[src/rtl/fetch_unit_if.sv]
// Fetch-stage bus bundle: imem read port, EX redirect input and the decode handshake.
// The master modport is the fetch unit's view; the slave modport is its environment.
interface fetch_unit_if #(
    parameter int XLEN    = 32,
    parameter int IMEM_AW = 10
);
    logic               imem_req;
    logic [IMEM_AW-1:0] imem_addr;
    logic [31:0]        imem_rdata;
    logic               redirect_valid;
    logic [XLEN-1:0]    redirect_pc;
    logic               if_valid;
    logic               if_ready;
    logic [XLEN-1:0]    if_pc;
    logic [31:0]        if_inst;

    modport master (
        output imem_req, imem_addr, if_valid, if_pc, if_inst,
        input  imem_rdata, redirect_valid, redirect_pc, if_ready
    );

    modport slave (
        input  imem_req, imem_addr, if_valid, if_pc, if_inst,
        output imem_rdata, redirect_valid, redirect_pc, if_ready
    );
endinterface

[src/rtl/fetch_unit.sv]
// Instruction-fetch stage: credit-limited word reads from a 1-cycle imem into a small
// queue presented to decode, with EX redirects flushing every younger fetch.
module fetch_unit #(
    parameter int              XLEN     = 32,
    parameter logic [XLEN-1:0] RESET_PC = '0,
    parameter int              QDEPTH   = 2,
    parameter int              IMEM_AW  = 10
) (
    input  logic           clk,
    input  logic           rst,
    fetch_unit_if.master   bus
);
    localparam int              PW         = $clog2(QDEPTH);
    localparam int              CW         = PW + 1;
    localparam logic [CW:0]     CREDITS    = (CW+1)'(QDEPTH);
    localparam logic [CW-1:0]   FULL_COUNT = CW'(QDEPTH);
    localparam logic [XLEN-1:0] PC_STEP    = XLEN'(4);
    localparam logic [XLEN-1:0] ALIGN_MASK = ~XLEN'(3);
    localparam logic [31:0]     NOP        = 32'h0000_0013;

    typedef struct packed {
        logic [XLEN-1:0] pc;
        logic [31:0]     inst;
    } entry_t;

    entry_t          queue [QDEPTH];
    logic [PW-1:0]   head;
    logic [PW-1:0]   tail;
    logic [CW-1:0]   count;
    logic            inflight;
    logic [XLEN-1:0] fetch_pc;
    logic [XLEN-1:0] req_pc;

    logic            head_valid;
    logic            pop;
    logic            push;
    logic            issue;
    logic [CW:0]     occupancy;

    // Occupancy counts queued entries plus the response still on its way, minus the
    // slot freed this cycle, so an issued read always has a slot when it returns.
    // NOTE: every signal assigned in always_comb gets a default first, so no latch is inferred.
    always_comb begin
        head_valid = 1'b0;
        pop        = 1'b0;
        push       = 1'b0;
        issue      = 1'b0;
        occupancy  = '0;

        head_valid = (count != '0);
        pop        = head_valid && bus.if_ready;
        push       = inflight && !bus.redirect_valid;
        occupancy  = {1'b0, count} + {{CW{1'b0}}, inflight} - {{CW{1'b0}}, pop};
        issue      = !rst && !bus.redirect_valid && (occupancy < CREDITS);
    end

    assign bus.imem_req  = issue;
    assign bus.imem_addr = fetch_pc[IMEM_AW+1:2];
    assign bus.if_valid  = head_valid;
    assign bus.if_pc     = head_valid ? queue[head].pc   : '0;
    assign bus.if_inst   = head_valid ? queue[head].inst : NOP;

    // A redirect discards the queue and the response arriving this cycle; since no read
    // is issued in a redirect cycle, nothing stale can arrive on the following one.
    // NOTE: sequential state uses non-blocking assignments so every flop samples pre-edge values.
    always_ff @(posedge clk or posedge rst) begin
        if (rst) begin
            fetch_pc <= RESET_PC;
            req_pc   <= '0;
            inflight <= 1'b0;
            head     <= '0;
            tail     <= '0;
            count    <= '0;
        end else if (bus.redirect_valid) begin
            fetch_pc <= bus.redirect_pc & ALIGN_MASK;
            inflight <= 1'b0;
            head     <= '0;
            tail     <= '0;
            count    <= '0;
        end else begin
            inflight <= issue;
            if (issue) begin
                fetch_pc <= fetch_pc + PC_STEP;
                req_pc   <= fetch_pc;
            end
            if (pop) begin
                head <= head + 1'b1;
            end
            if (push) begin
                tail <= tail + 1'b1;
            end
            case ({push, pop})
                2'b10:   count <= count + 1'b1;
                2'b01:   count <= count - 1'b1;
                default: count <= count;
            endcase
        end
    end

    // NOTE: queue storage has no reset; entries are only observed through head_valid.
    always_ff @(posedge clk) begin
        if (push) begin
            queue[tail] <= '{pc: req_pc, inst: bus.imem_rdata};
        end
    end

    assert property (@(posedge clk) disable iff (rst)
        !(push && !pop && (count == FULL_COUNT)));

endmodule
[src/flat_wrapper.sv]
// flat-port wrapper written by rule: the top's interface ports become plain ports
module fetch_unit_flat 
#(
    parameter int              XLEN     = 32,
    parameter logic [XLEN-1:0] RESET_PC = '0,
    parameter int              QDEPTH   = 2,
    parameter int              IMEM_AW  = 10
)
  (clk, rst, bus_imem_req, bus_imem_addr, bus_if_valid, bus_if_pc, bus_if_inst, bus_imem_rdata, bus_redirect_valid, bus_redirect_pc, bus_if_ready);
  fetch_unit_if #(.XLEN(XLEN), .IMEM_AW(IMEM_AW)) bus_i ();
  input  logic clk;
  input  logic rst;
  output wire logic [$bits(bus_i.imem_req)-1:0] bus_imem_req;
  output wire logic [$bits(bus_i.imem_addr)-1:0] bus_imem_addr;
  output wire logic [$bits(bus_i.if_valid)-1:0] bus_if_valid;
  output wire logic [$bits(bus_i.if_pc)-1:0] bus_if_pc;
  output wire logic [$bits(bus_i.if_inst)-1:0] bus_if_inst;
  input wire logic [$bits(bus_i.imem_rdata)-1:0] bus_imem_rdata;
  input wire logic [$bits(bus_i.redirect_valid)-1:0] bus_redirect_valid;
  input wire logic [$bits(bus_i.redirect_pc)-1:0] bus_redirect_pc;
  input wire logic [$bits(bus_i.if_ready)-1:0] bus_if_ready;
  assign bus_imem_req = bus_i.imem_req;
  assign bus_imem_addr = bus_i.imem_addr;
  assign bus_if_valid = bus_i.if_valid;
  assign bus_if_pc = bus_i.if_pc;
  assign bus_if_inst = bus_i.if_inst;
  assign bus_i.imem_rdata = bus_imem_rdata;
  assign bus_i.redirect_valid = bus_redirect_valid;
  assign bus_i.redirect_pc = bus_redirect_pc;
  assign bus_i.if_ready = bus_if_ready;
  fetch_unit #(.XLEN(XLEN), .RESET_PC(RESET_PC), .QDEPTH(QDEPTH), .IMEM_AW(IMEM_AW)) u_core (.clk(clk), .rst(rst), .bus(bus_i));
endmodule
[config.mk]
export PLATFORM = sky130hd
export DESIGN_NAME = fetch_unit_flat
export DESIGN_NICKNAME = d
export VERILOG_FILES = /design/src/rtl/fetch_unit_if.sv /design/src/rtl/fetch_unit.sv /design/src/flat_wrapper.sv
export SDC_FILE = /design/constraint.sdc
export NUM_CORES = 1
export LEC_CHECK = 0
export BUFFER_PORTS_ARGS = -buffer_cell sky130_fd_sc_hd__buf_2
export CAP_MARGIN = 40
export CORE_MARGIN = 4
export CORE_UTILIZATION = 30
export DETAILED_ROUTE_END_ITERATION = 7
export SETUP_SLACK_MARGIN = 0.5
export SLEW_MARGIN = 25
export SYNTH_ARGS = -nofsm -noshare
export SYNTH_HDL_FRONTEND = slang
export SYNTH_SLANG_ARGS = --single-unit
[constraint.sdc]
create_clock -name clk -period 7.78 [get_ports clk]
set_clock_uncertainty 0.1 [all_clocks]
set_input_delay 1.167 -clock clk [delete_from_list [all_inputs] [get_ports clk]]
set_output_delay 1.167 -clock clk [all_outputs]
set_load 0.01 [all_outputs]
### Yosys cells after proc, flatten, opt, wreduce, memory -nomap -nowiden

Memory sizes are Yosys's and may differ from the RTL's.
Cells that the tools add are included.

* output and inout port bits: 76
* input bits: 68
* RAM bits: 128
* logic and storage cells: 43
* register bits after elaboration: 69
* memories kept: 1

Memory list
* u_core.queue: words 2, bits a word 64, read ports 1, clocked after memory_dff 0, write ports 1, RTL line fetch_unit.sv:26 `entry_t queue [QDEPTH];`

* $lt $le $gt $ge: 1
* reductions and logical operators: 12
* bitwise gates (word level): 1
* multiplexer cells: 13
* add/subtract/negate cells: 7
* equal/unequal tests: 2

Operators with widths (number)
* $mux 32: 4
* $add 32x3->32 const B: 1
* $reduce_bool 2->1: 4
* $mux 1: 7
* $logic_and 1x1->1: 4
* $pmux 2 s2: 1
* $add 2x1->3: 1
* $lt 3x2->1 const B: 1
* $reduce_bool 3->1: 1
* $sub 3x1->3: 1
* $add 1x1->1 const B: 2
* $add 2x1->2 const B: 1
* $eq 2x1->1 const B: 1
* $eq 2x2->1 const B: 1
* $logic_not 1->1: 2
* $mux 2: 1
* $reduce_and 2->1: 1
* $sub 2x1->2 const B: 1
* $not 1->1: 1

### Logic depth before layout (Yosys ltp)

* depth after elaboration: 7
* gate-level depth with buffers: 13
* gate-level depth less buffers: 11

### Worst setup path after synthesis

OpenSTA, ideal clock, no wires.

* path kind: input -> register
* start: input bus_redirect_valid
* end: memory u_core.queue[0][0] (netlist bit) (enable)
* path slack: 944 ps
* arrival time: 6165 ps
* stages: 3
* setup time: 571 ps
* cell sequence: clkbuf_1 clkbuf_1 nor3b_1

* longest elaborated chain between the ends: 4

RTL lines
* start: declaration: RTL line flat_wrapper.sv:19 `input wire logic [$bits(bus_i.redirect_valid)-1:0] bus_redirect_valid;`
* $logic_not 1->1: RTL line fetch_unit.sv:52 `push = inflight && !bus.redirect_valid;`
* $logic_and 1x1->1: RTL line fetch_unit.sv:52
* $mux 1: RTL line fetch_unit.sv:102 `if (push) begin`
* $mux 1 (implied by the code): RTL line fetch_unit.sv:103 `queue[tail] <= '{pc: req_pc, inst: bus.imem_rdata};`
* end: declaration: RTL line fetch_unit.sv:26

No other way between the ends.

### Worst setup path in the final report

* start: input bus_if_ready
* end: output bus_imem_req

* longest elaborated chain between the ends: 4

RTL lines
* start: declaration: RTL line flat_wrapper.sv:21 `input wire logic [$bits(bus_i.if_ready)-1:0] bus_if_ready;`
* $logic_and 1x1->1: RTL line fetch_unit.sv:51 `pop = head_valid && bus.if_ready;`
* $sub 3x1->3: RTL line fetch_unit.sv:53 `occupancy = {1'b0, count} + {{CW{1'b0}}, inflight} - {{CW{1'b0}}, pop};`
* $lt 3x2->1: RTL line fetch_unit.sv:54 `issue = !rst && !bus.redirect_valid && (occupancy < CREDITS);`
* $logic_and 1x1->1: RTL line fetch_unit.sv:54
* end: declaration: RTL line flat_wrapper.sv:13 `output wire logic [$bits(bus_i.imem_req)-1:0] bus_imem_req;`

No other way between the ends.

==> results.txt <==
The met3 track demand over resource came out at 2.54%. The number of iterations in the first detailed-routing pass came out at 4. Synthesis inferred 189 register bits. The fraction of final layout cells with drive strength greater than 1 is 25.0%.

The antenna cell count came out at 0. The setup slack on the worst flop-to-flop path is 3520 ps. In this run the worst path has a maximum fanout of 65. The horizontal extent of the die came out at 171 um.

Once detail routing completed, the nets flagged for antenna violations numbered 0. After routing the design area is 9570 um2. The number of instances in the synthesized netlist came out at 643. The worst setup path is of the in -> out kind.

The proportion of register bits with asynchronous set or reset after synthesis is 34.4%. The detailed placement HPWL came out at 12,500 um. The critical path ends at bus_imem_req. The worst setup path is captured at a primary output. Across all setup checks in the final design, the least slack found is 3150 ps.

The category of the worst setup path launch point is a primary input. The clock-pin slew reported for the worst setup and hold paths after clock tree synthesis is 70 ps. The H-tree generated during clock tree synthesis spans 4 levels. The insertion delay to the later sink of the worst-skew pair is 420 ps. The routed wire length is 18,800 um. The net count reported at finish is 838.

The count of hold-fix buffers inserted at cts came out at 0. Measured in cells, the most critical reg-to-reg path has a length of 12. Entering global routing, the biggest net connects 66 pins. The worst hold margin came out at 363 ps. The switching power summed over all nets is 0.555 mW. The initial antenna violation count is 0.

The post-synthesis instance area is 7950 um2. The growth of design area from synthesis to finish is 20.3%. The final total negative setup slack is 0 ps. The maximum clock rate came out at 0.216 GHz.

After floorplanning, the core was sized to cover 26,100 um2. Setup repair after global routing left no endpoint under its margin. For this run, the total global-route usage over all layers was measured as 12.9%. Traced cell by cell, the critical path runs through buf_2, and3_1, a21o_1, nand2_1, fa_1, xor2_1, or4b_4, inv_1, buf_2. The sum of overflow across all layers after global routing is 0.

The number of different library cells used by synthesis comes to 49. The number of max-cap violations came out at 0. The count of warnings emitted by yosys came out at 0. The path class of the lowest-slack min-delay path is reg -> reg. The global-route wire length before repair came out at 29,100 um.

The flow ran to the end, and the final reports show no timing, DRC or antenna violations. The start point of the critical path is bus_if_ready. The clock sink total is 189. The cell row count is 59.

Per report_power, the combinational group accounts for 9.1% of the total. The count of final max-slew check failures came out at 0. On the critical path, the stage with the largest delay is an instance of or4b_4. The number of clock buffers inserted by TritonCTS came out at 17. The synthesized design contains 124 enable-type register cells. The leakage component of the power is 3.84 nW. At the pin with the least slew margin, the transition time is 829 ps.

The worst pin sits at a relative slew slack of 44.7%. The number of gates resized after CTS was 0. The peak supply drop came out at 0.106 mV.

The worst reg2reg path endpoint is u_core.fetch_pc[22]$_DFFE_PP0P_. The internal power contribution is 1.71 mW. For this run, global-route usage on met2 was measured as 21.0%. For this run, the leading register cell type out of synthesis is edfxtp_1.

Including well taps, the total number of placed cells is 1,083. The number of endpoints failing setup at the final stage is 0. The clock tree buffer depth came out at 2. The mean area per synthesized cell came out at 12.4 um2.

The sequential power share came out at 53.3%. The root buffer cell chosen for the clock tree is clkbuf_16. The layer carrying the most global-route usage is met2. The worst register-to-register path begins at u_core.count[1]$_DFFE_PP0P_. The data required time of the critical path came out at 6510 ps. Counting stages on the worst path, the most repeated cell is buf_2. The via density per instance came out at 4.71. The number of failing hold endpoints at the final stage came to 0. The met1 global-route usage is 17.6%. TritonCTS built the clock tree. The time the final worst path needs with I/O delays and setup came out at 4630 ps. Summing over every cut layer, the via total after detailed routing is 5,257. The total setup buffers inserted after CTS came out at 0. The number of placed I/O pins came out at 144.

Summing the sequential cell areas from Yosys gives 67.3% of the chip area. Of the total power, the share spent switching nets is 24.5%. The number of design rule violations left after detail routing is 0. The power density of the placed cells came out at 237 nW/um2.

The routability congestion estimate from global placement is 0.753. The detailed router's first-iteration violation count came out at 332. The standard cell area after detailed placement came out at 8990 um2. The y dimension of the die is 171 um. Before CTS, the worst setup slack after placement is 2790 ps. Data arrives at the worst endpoint at 3370 ps.

The clock power share came out at 37.6%. The final critical-path share of the clock period came out at 59.6%. The number of I/O port buffers came out at 139. The average detailed-routed wire length per instance came out at 16.9 um. On the worst path, the slowest cell contributes a delay of 800 ps. The number of global-route vias before repair came out at 5,210.

The die covers 29,200 um2. The starting utilization of the core area is 30.5%. Once layout is complete, the cells apart from fillers number 1,116.
cells by family after synthesis:
logic type,share of synthesized area [%]
mux,8.34
fa+ha+maj,0.409
simple gates,14.0
xor+xnor,0.551
buf+inv,3.52
flops,67.3
other cells,0.0472
compound gates,5.88
worst max-delay path, delay by kind of cell:
family                     cells  cell delay, ps
and+or+nand+nor                3            1080
adders and majority gates      1             390
buffers and inverters          3             380
xor gates and xnor gates       1             170
AOI/OAI and AO/OA              1             130
synth_stat cells, types with 2 or more instances:
cell / instances / area [um2]
a21o_1: 5 / 37.5
a21oi_1: 7 / 35.0
a221o_1: 7 / 70.1
a31o_2: 2 / 17.5
a31oi_1: 4 / 25.0
a32oi_1: 2 / 17.5
and2_1: 3 / 18.8
and3_1: 5 / 31.3
and4_1: 3 / 26.3
buf_1: 7 / 26.3
buf_2: 4 / 20.0
buf_4: 13 / 97.6
clkbuf_1: 21 / 78.8
dfrtp_1: 65 / 1630
edfxtp_1: 124 / 3720
inv_1: 10 / 37.5
mux2_2: 2 / 22.5
mux2i_1: 64 / 641
nand2_1: 120 / 450
nand3_1: 17 / 85.1
nand4_1: 14 / 87.6
nor2_1: 73 / 274
nor3_1: 6 / 30.0
nor3b_1: 2 / 15.0
nor4_1: 2 / 12.5
o211ai_1: 8 / 60.1
o21ai_0: 20 / 100
o311ai_0: 5 / 43.8
or3_1: 5 / 31.3
xnor2_1: 3 / 26.3
xor2_1: 2 / 17.5
sequential cells by signal, indices dropped and copies added, names as in the netlist:
signal / cells
u_core.queue: 124
u_core.fetch_pc: 30
u_core.req_pc: 30
u_core.count: 2
u_core.head: 1
u_core.inflight: 1
u_core.tail: 1
worst min path at each step:
| stage | end | start | cells after the start | slack, ps |
|---|---|---|---|---|
| floorplan | u_core.queue[0][54]$_DFFE_PP_ | u_core.req_pc[22]$_DFFE_PP0P_ | 0 | 340 |
| CTS | u_core.queue[1][40]$_DFFE_PP_ | u_core.req_pc[8]$_DFFE_PP0P_ | 0 | 370 |
| global route | u_core.queue[0][38]$_DFFE_PP_ | u_core.req_pc[6]$_DFFE_PP0P_ | 0 | 380 |
| detailed placement | u_core.queue[0][40]$_DFFE_PP_ | u_core.req_pc[8]$_DFFE_PP0P_ | 0 | 360 |
| finish | u_core.queue[1][40]$_DFFE_PP_ | u_core.req_pc[8]$_DFFE_PP0P_ | 0 | 360 |
| global placement | u_core.queue[0][40]$_DFFE_PP_ | u_core.req_pc[8]$_DFFE_PP0P_ | 0 | 350 |
through the flow:
stage / power [mW] / utilization (%)
after global routing: 2.38 / 36.7
final: 2.26 / 36.7
after detailed placement: 1.44 / 34.5
after floorplan: 1.35 / -
after global placement: 1.43 / 34.2
after CTS: 2.30 / 36.7
routing by layer:
layer / vias up / part of all wire [%] / routed length, um
met5: - / 0 / 0
met4: 0 / 1.4 / 264
met3: 12 / 4.8 / 901
met2: 125 / 47 / 8860
met1: 2572 / 47 / 8820
li1: 2548 / - / -
cell type report:
| type | instances | area [um2] |
|---|---|---|
| flip-flops and latches | 189 | 5350 |
| clock inverters | 13 | 139 |
| well taps | 335 | 419 |
| fillers | 2581 | 16500 |
| repair buffers | 152 | 836 |
| clock buffers | 19 | 433 |
| inverters | 11 | 41.3 |
| multi-input cells | 397 | 2340 |
cell usage in the layout (no fill, tap or decap), drive strengths merged, types with 2 or more instances in the layout:
master  synthesis  routed
a21o            5       5
a21oi           7       7
a221o           7       7
a31o            2       2
a31oi           4       4
a32oi           2       2
and2            3       3
and3            5       5
and4            3       3
buf            25     151
bufinv          0       2
clkbuf         22      20
clkinv          1       7
conb            1       2
dfrtp          65      65
edfxtp        124     124
inv            10      14
mux2            2       2
mux2i          64      64
nand2         120     120
nand3          17      17
nand4          14      14
nor2           73      73
nor3            6       6
nor3b           2       2
nor4            2       2
o211ai          9       9
o21ai          20      20
o311ai          6       6
or3             5       5
or4             2       2
or4b            2       2
xnor2           3       3
xor2            2       2
power groups by stage:
stage	Combinational (mW)	Sequential [mW]	Clock [mW]
after detailed placement	0.211	1.23	0
after global routing	0.232	1.22	0.927
final	0.206	1.21	0.851
after floorplan	0.144	1.21	0
after global placement	0.204	1.23	0
after CTS	0.212	1.21	0.876
Note: power is estimated with default switching activity, not from simulation.
